**src/rtl/nodeio_nport.sv**
```systemverilog
// nodeio_nport: blocking rendezvous word send/receive over NUM_PORTS neighbour links.
// Define NODEIO_ANY_EN to enable ANY/LAST direction codes and the last_dir register.
//
//   state     | meaning
//   S_IDLE    | no transfer pending; tx/rx requests sampled (rx has priority)
//   S_TX_WAIT | word offered on latched link(s) until a neighbour acks or halt
//   S_RX_WAIT | waiting for a neighbour to offer on latched link(s), or halt
module nodeio_nport #(
    parameter  int NUM_PORTS = 4,
    parameter  int WORD_W    = 11,
    localparam int DIR_W     = $clog2(NUM_PORTS + 2),
    localparam int LW        = $clog2(NUM_PORTS)
) (
    input  logic                        CLK,
    input  logic                        nRST,
    input  logic                        tx,
    input  logic                        rx,
    input  logic [DIR_W-1:0]            direction,
    input  logic [WORD_W-1:0]           out_data,
    input  logic                        halt,
    output logic [WORD_W-1:0]           in_data,
    output logic                        tx_complete,
    output logic                        rx_complete,
    output logic                        busy,
    output logic [LW-1:0]               last_dir,
    output logic [NUM_PORTS-1:0]        p_out_valid,
    output logic [NUM_PORTS*WORD_W-1:0] p_out_data,
    input  logic [NUM_PORTS-1:0]        p_out_ack,
    input  logic [NUM_PORTS-1:0]        p_in_valid,
    input  logic [NUM_PORTS*WORD_W-1:0] p_in_data,
    output logic [NUM_PORTS-1:0]        p_in_ack
);

    typedef enum logic [1:0] {S_IDLE = 2'd0, S_TX_WAIT = 2'd1, S_RX_WAIT = 2'd2} state_t;

    state_t                 state_q;
    logic [NUM_PORTS-1:0]   sel_q;
    logic [NUM_PORTS-1:0]   p_out_valid_q;
    logic [WORD_W-1:0]      data_q;
    logic [WORD_W-1:0]      in_data_q;
    logic                   tx_complete_q;
    logic                   rx_complete_q;

    logic [NUM_PORTS-1:0]   req_mask;
    logic                   req_nil;
    logic [NUM_PORTS-1:0]   tx_hit;
    logic [NUM_PORTS-1:0]   rx_hit;
    logic [NUM_PORTS-1:0]   rx_first;
    logic [WORD_W-1:0]      rx_word;

`ifdef NODEIO_ANY_EN
    localparam logic [DIR_W-1:0] DIR_ANY  = DIR_W'(NUM_PORTS);
    localparam logic [DIR_W-1:0] DIR_LAST = DIR_W'(NUM_PORTS + 1);

    logic                   any_q;
    logic                   last_valid_q;
    logic [LW-1:0]          last_dir_q;
    logic                   req_any;
    logic [NUM_PORTS-1:0]   tx_first;

    function automatic logic [LW-1:0] oh_idx(input logic [NUM_PORTS-1:0] oh);
        oh_idx = '0;
        for (int i = 0; i < NUM_PORTS; i++) begin
            if (oh[i]) oh_idx = oh_idx | LW'(i);
        end
    endfunction

    assign tx_first = tx_hit & (~tx_hit + 1'b1);
    assign last_dir = last_dir_q;
`else
    assign last_dir = '0;
`endif

    // Direction decode; an empty link mask means the request is NIL.
    always_comb begin
        req_mask = '0;
        for (int i = 0; i < NUM_PORTS; i++) begin
            if (direction == DIR_W'(i)) req_mask[i] = 1'b1;
        end
`ifdef NODEIO_ANY_EN
        req_any = (direction == DIR_ANY);
        if (req_any) begin
            req_mask = '1;
        end else if (direction == DIR_LAST && last_valid_q) begin
            for (int i = 0; i < NUM_PORTS; i++) begin
                if (last_dir_q == LW'(i)) req_mask[i] = 1'b1;
            end
        end
`endif
    end

    assign req_nil  = (req_mask == '0);
    assign tx_hit   = p_out_ack & p_out_valid_q;
    assign rx_hit   = p_in_valid & sel_q;
    assign rx_first = rx_hit & (~rx_hit + 1'b1);

    always_comb begin
        rx_word = '0;
        for (int i = 0; i < NUM_PORTS; i++) begin
            if (rx_first[i]) rx_word = p_in_data[i*WORD_W +: WORD_W];
        end
    end

    // Consume strobe is combinational so the neighbour sees it in the same cycle; halt wins.
    assign p_in_ack = (state_q == S_RX_WAIT && !halt) ? rx_first : '0;

    always_ff @(posedge CLK or negedge nRST) begin
        if (!nRST) begin
            state_q       <= S_IDLE;
            sel_q         <= '0;
            p_out_valid_q <= '0;
            data_q        <= '0;
            in_data_q     <= '0;
            tx_complete_q <= 1'b0;
            rx_complete_q <= 1'b0;
`ifdef NODEIO_ANY_EN
            any_q         <= 1'b0;
            last_valid_q  <= 1'b0;
            last_dir_q    <= '0;
`endif
        end else begin
            tx_complete_q <= 1'b0;
            rx_complete_q <= 1'b0;
            case (state_q)
                S_IDLE: begin
                    if (!halt && rx) begin
                        if (req_nil) begin
                            in_data_q     <= '0;
                            rx_complete_q <= 1'b1;
                        end else begin
                            sel_q   <= req_mask;
                            state_q <= S_RX_WAIT;
                        end
                    end else if (!halt && tx) begin
                        if (req_nil) begin
                            tx_complete_q <= 1'b1;
                        end else begin
                            data_q        <= out_data;
                            p_out_valid_q <= req_mask;
                            state_q       <= S_TX_WAIT;
                        end
                    end
`ifdef NODEIO_ANY_EN
                    any_q <= req_any;
`endif
                end
                S_TX_WAIT: begin
                    if (halt) begin
                        p_out_valid_q <= '0;
                        state_q       <= S_IDLE;
                    end else if (|tx_hit) begin
                        p_out_valid_q <= '0;
                        tx_complete_q <= 1'b1;
                        state_q       <= S_IDLE;
`ifdef NODEIO_ANY_EN
                        if (any_q) begin
                            last_dir_q   <= oh_idx(tx_first);
                            last_valid_q <= 1'b1;
                        end
`endif
                    end
                end
                S_RX_WAIT: begin
                    if (halt) begin
                        state_q <= S_IDLE;
                    end else if (|rx_hit) begin
                        in_data_q     <= rx_word;
                        rx_complete_q <= 1'b1;
                        state_q       <= S_IDLE;
`ifdef NODEIO_ANY_EN
                        if (any_q) begin
                            last_dir_q   <= oh_idx(rx_first);
                            last_valid_q <= 1'b1;
                        end
`endif
                    end
                end
                default: state_q <= S_IDLE;
            endcase
        end
    end

    for (genvar g = 0; g < NUM_PORTS; g++) begin : g_out
        assign p_out_data[g*WORD_W +: WORD_W] = p_out_valid_q[g] ? data_q : '0;
    end

    assign p_out_valid = p_out_valid_q;
    assign in_data     = in_data_q;
    assign tx_complete = tx_complete_q;
    assign rx_complete = rx_complete_q;
    assign busy        = (state_q != S_IDLE);

endmodule

```
**config.mk**
```make
export PLATFORM = sky130hd
export DESIGN_NAME = nodeio_nport
export DESIGN_NICKNAME = d
export VERILOG_FILES = /design/src/rtl/nodeio_nport.sv
export SDC_FILE = /design/constraint.sdc
export NUM_CORES = 1
export LEC_CHECK = 0
export CORE_MARGIN = 4
export CORE_UTILIZATION = 55
export CTS_BUF_LIST = sky130_fd_sc_hd__clkbuf_8
export CTS_CLUSTER_DIAMETER = 30
export DETAILED_ROUTE_END_ITERATION = 7
export DONT_BUFFER_PORTS = 1
export PLACE_DENSITY_LB_ADDON = 0.05
export SKIP_CTS_REPAIR_TIMING = 1
export SLEW_MARGIN = 5
export SYNTH_ARGS = -nofsm -noshare
export SYNTH_HDL_FRONTEND = slang
export SYNTH_SLANG_ARGS = --single-unit
```
**constraint.sdc**
```tcl
create_clock -name CLK -period 1.62 [get_ports CLK]
set_input_delay 0.243 -clock CLK [delete_from_list [all_inputs] [get_ports CLK]]
set_output_delay 0.243 -clock CLK [all_outputs]
set_load 0.05 [all_outputs]
```
Yosys cells after proc, flatten, opt, wreduce, memory -nomap -nowiden
Index checks and enable logic that the tools add are counted.
{"block": "classes", "n_shift": 0, "addsub": 1, "mul": 0, "bitwise": 6, "n_mux": 43, "magnitude_cmp": 0, "n_div": 0, "reduce_logical": 17, "eq_ne": 17}
{"operator": "$mux 11", "n": 12}
{"operator": "$mux 4", "n": 6}
{"operator": "$pmux 11 s2", "n": 1}
{"operator": "$mux 2", "n": 8}
{"operator": "$reduce_and 5->1", "n": 3}
{"operator": "$and 4x4->4", "n": 3}
{"operator": "$mux 1", "n": 12}
{"operator": "$ne 2x2->1 const B", "n": 6}
{"operator": "$ne 3x3->1 const B", "n": 4}
{"operator": "$pmux 4 s2", "n": 1}
{"operator": "$reduce_or 4->1", "n": 2}
{"operator": "$eq 3x2->1 const B", "n": 2}
{"operator": "$pmux 2 s3", "n": 1}
{"operator": "$reduce_bool 2->1", "n": 3}
{"operator": "$add 4x1->4 const B", "n": 1}
{"operator": "$logic_not 4->1", "n": 1}
{"operator": "$not 4->4", "n": 1}
{"operator": "$pmux 1 s2", "n": 2}
{"operator": "$reduce_and 4->1", "n": 1}
{"operator": "$eq 3x1->1 const B", "n": 1}
{"operator": "$logic_and 1x1->1", "n": 3}
{"operator": "$logic_not 3->1", "n": 1}
{"operator": "$ne 3x2->1 const B", "n": 1}
{"operator": "$reduce_and 3->1", "n": 1}
{"operator": "6 further kinds", "n": 7}
{"block": "totals", "output_inout_bits": 68, "romBits": 0, "ram_bits": 0, "word_cells": 91, "memories": 0, "in_bits": 71, "latch_bits": 0, "reg_bits": 34}

Longest topological paths before layout
{"block": "depth", "word_depth": 11, "depth_mapped": 6, "mapped_depth_nobuf": 4}

Worst setup path before layout
No wires, ideal clock.
{"block": "synth_path", "kind": "register to output", "from": "register sel_q[0]", "to": "output p_in_ack[2]", "stages_incl_launch_ff": 5, "arrival_ns": 1.878, "required_time_ns": 1.377, "n_path_buf": 1, "slack_ns": -0.501, "cell_sequence": "dfrtp_1 -> and2_1 -> a211oi_1 -> clkbuf_1 -> nor2b_1"}
{"block": "synth_via", "elab_chain_cells": 5}
{"item": "start: declaration", "line_no": "37", "source": "logic [NUM_PORTS-1:0] sel_q;"}
{"item": "start signal: assignment", "line_no": "131", "source": "sel_q <= req_mask;"}
{"item": "$and 4x4->4", "line_no": "94", "source": "assign rx_hit = p_in_valid & sel_q;"}
{"item": "$not 4->4", "line_no": "95", "source": "assign rx_first = rx_hit & (~rx_hit + 1'b1);"}
{"item": "$add 4x1->4", "line_no": "95"}
{"item": "$and 4x4->4", "line_no": "95"}
{"item": "$mux 4", "line_no": "105", "source": "assign p_in_ack = (state_q == S_RX_WAIT && !halt) ? rx_first : '0;"}
{"item": "end: declaration", "line_no": "31", "source": "output logic [NUM_PORTS-1:0] p_in_ack"}
Every way passes these cells.

Worst setup path after layout
{"block": "layout_path", "from": "register sel_q[0]", "to": "output p_in_ack[3]"}
The elaborated chain is that of the path after synthesis.

==> metrics.txt <==
drt total wl=6150 um; final period utilization=118%; top-area cell type share of the netlist area=a little over two fifths; peak supply drop=0.755 mV; status=finished with violations; Pre-Repair DR Iteration Count=7; Layout fillers=237; Initial Utilization=57.5%; # Max-Cap Violations=0; DR vias/cell=6.02; final worst slack=-0.289 ns; Iter 0 DRT Violations=around 190; Final Hold Slack=0.0243 ns; crit path DAT=roughly 1.7 ns; Total GRT Usage=about a quarter; YS warnings=0; post-synth cell types=36; Final min period=1.91 ns; FF-to-FF setup slack=-0.07 ns; latest clock arrival within the worst-skew pair=0.28 ns; global-route wire length before repair=~8600 um; Design Area, Final=0.00272 sq mm; failing checks=negative setup slack; largest area contributor in the netlist=dfrtp_1; layout cells sized above 1=40.8%; Core Util, Final=roughly 80%; final setup fails=15; NumNets Final=337; register area=between 800 and 900 sq um; RSZ-0062 raised after global routing=yes; core area=0.00339 sq mm; CTS buffer count=5; IO Count=139; asr flop ratio synth=100%; worst setup path class=reg2out; Setup Skew=between 0.003 and 0.004 ns; most frequent cell after synthesis=and2_1; Worst-path clk slew=0.07 ns; setup TNS=-1.21 ns; Clock Tree Buf Depth=2; routed wl met3=623 um; ANT cells=0; Die ar.=0.00456 sq mm; antenna violations before repair=0; dominant synthesized flop cell=dfrtp_1; Final ANT Viol Nets=0; P_leak=between 1 and 1.5 nW; Post-Syn Area=~0.002 sq mm; largest net degree at the start of global routing=35; Syn Inst Count=200; Die Height=just under 70 um; chip width=just under 70 um; Pins Over Slew Limit=0; CTS tree=yes; Multi-input gate area=0.00110 sq mm; startpoint types=register; # H-tree levels=2; vias in the first global route=roughly 1800; grt ovf=0; pre-CTS setup slack=-0.0531 ns; CTS root buf=clkbuf_8; synth cell count leaders=45 x and2_1, 34 x dfrtp_1, 25 x a21oi_1; Met1 Routed Length=between 2000 and 2500 um; via count=1883; share of the yosys chip area belonging to registers=a little over two fifths; total power=3.11 mW; final hold violations=0; number of synthesized flops with an enable pin=0; Seq cells post-synth=34; critical path required time=1.38 ns; Max Freq=524 MHz; Non-Filler Instances=313; Power Density=1140 mW/mm^2; HPWL after DPL=about 4500 um; Sink Count=34; DRC=0; Hold Crit Class=in2reg; top post-synthesis cells by area=dfrtp_1 44%, and2_1 14%, mux2_2 6.9%, a21oi_1 6.4%, a222oi_1 6.2%; IO buf count=0; Placement Rows=21; Critical Path End Type=primary output; Placed Cells=295; RD Place Congestion=0.797; worst slew pin tran=0.505 ns; drt wl/cell=19.6 um; metal2 WL=3270 um; Avg Cell Area, Syn=9.74 sq um; peak fanout along the critical path=4; DR top layer=met4; Layout Area Growth over Synthesis=39.7%; dpl cell area=0.00248 sq mm; Slew headroom=66.3%
==> worst max-delay path: stages, from the launching register on <==
cell,delay (ns)
dfrtp_1,0.41
a222oi_1,0.35
buf_4,0.18
nor3b_4,0.26
buf_12,0.17
==> path summary, 6_finish.rpt <==
check                               from              to  cells after the start
worst max-delay path            sel_q[0]     p_in_ack[3]                      4
min in group asynchronous           nRST       data_q[3]                      2
worst min register to register  sel_q[3]        sel_q[3]                      2
worst min-delay path                halt     tx_complete                      1
max in group asynchronous           nRST  p_out_valid[2]                      2
worst max register to register  sel_q[0]     in_data[10]                      6
==> report_power, final <==
part           switching [mW]  total [mW]  internal [mW]
Combinational           0.626        1.02          0.390
Sequential              0.422        1.45           1.03
Clock                   0.310       0.647          0.337
Total                    1.36        3.11           1.75
==> layout make-up <==
type	instances	area share, %
repair buffers	72	22.7
inverters	1	0.138
clock inverters	2	0.322
multi-input cells	152	40.3
well taps	46	2.11
clock buffers	6	3.03
flip-flops and latches	34	31.4
==> registers in the layout, indices dropped and copies added, names as in the netlist <==
register     cells
p_out_valid      4
in_data         11
state_q          2
tx_complete      1
sel_q            4
rx_complete      1
data_q          11
==> cells in the final DEF (no fill, tap or decap), drive strengths merged, types with 2 or more instances in the layout <==
| cell | n |
|---|---|
| nor2b | 3 |
| nand3b | 3 |
| mux2 | 12 |
| nand3 | 3 |
| clkbuf | 6 |
| o21ai | 6 |
| buf | 71 |
| a22oi | 2 |
| a222oi | 12 |
| a21oi | 26 |
| dfrtp | 34 |
| nand2 | 12 |
| conb | 2 |
| a21o | 4 |
| a32oi | 2 |
| and2 | 45 |
| inv | 2 |
| nor3 | 2 |
| nand2b | 2 |
| nor4 | 5 |
==> cell families (layout without fill, tap and decap cells) <==
group,Yosys count,count (layout),synth area share [%]
simple gates,82,82,25.6
compound gates,56,56,19.5
flops,34,34,43.7
buf+inv,15,81,4.17
mux,12,12,6.94
other cells,1,2,0.192
==> per-layer routing <==
layer	GRT usage, %	vias up
met1	27.7	916
met4	6.84	0
met3	8.49	10
met2	45.1	100
met5	0	-
li1	-	857
Note: power is estimated with default switching activity, not from simulation.
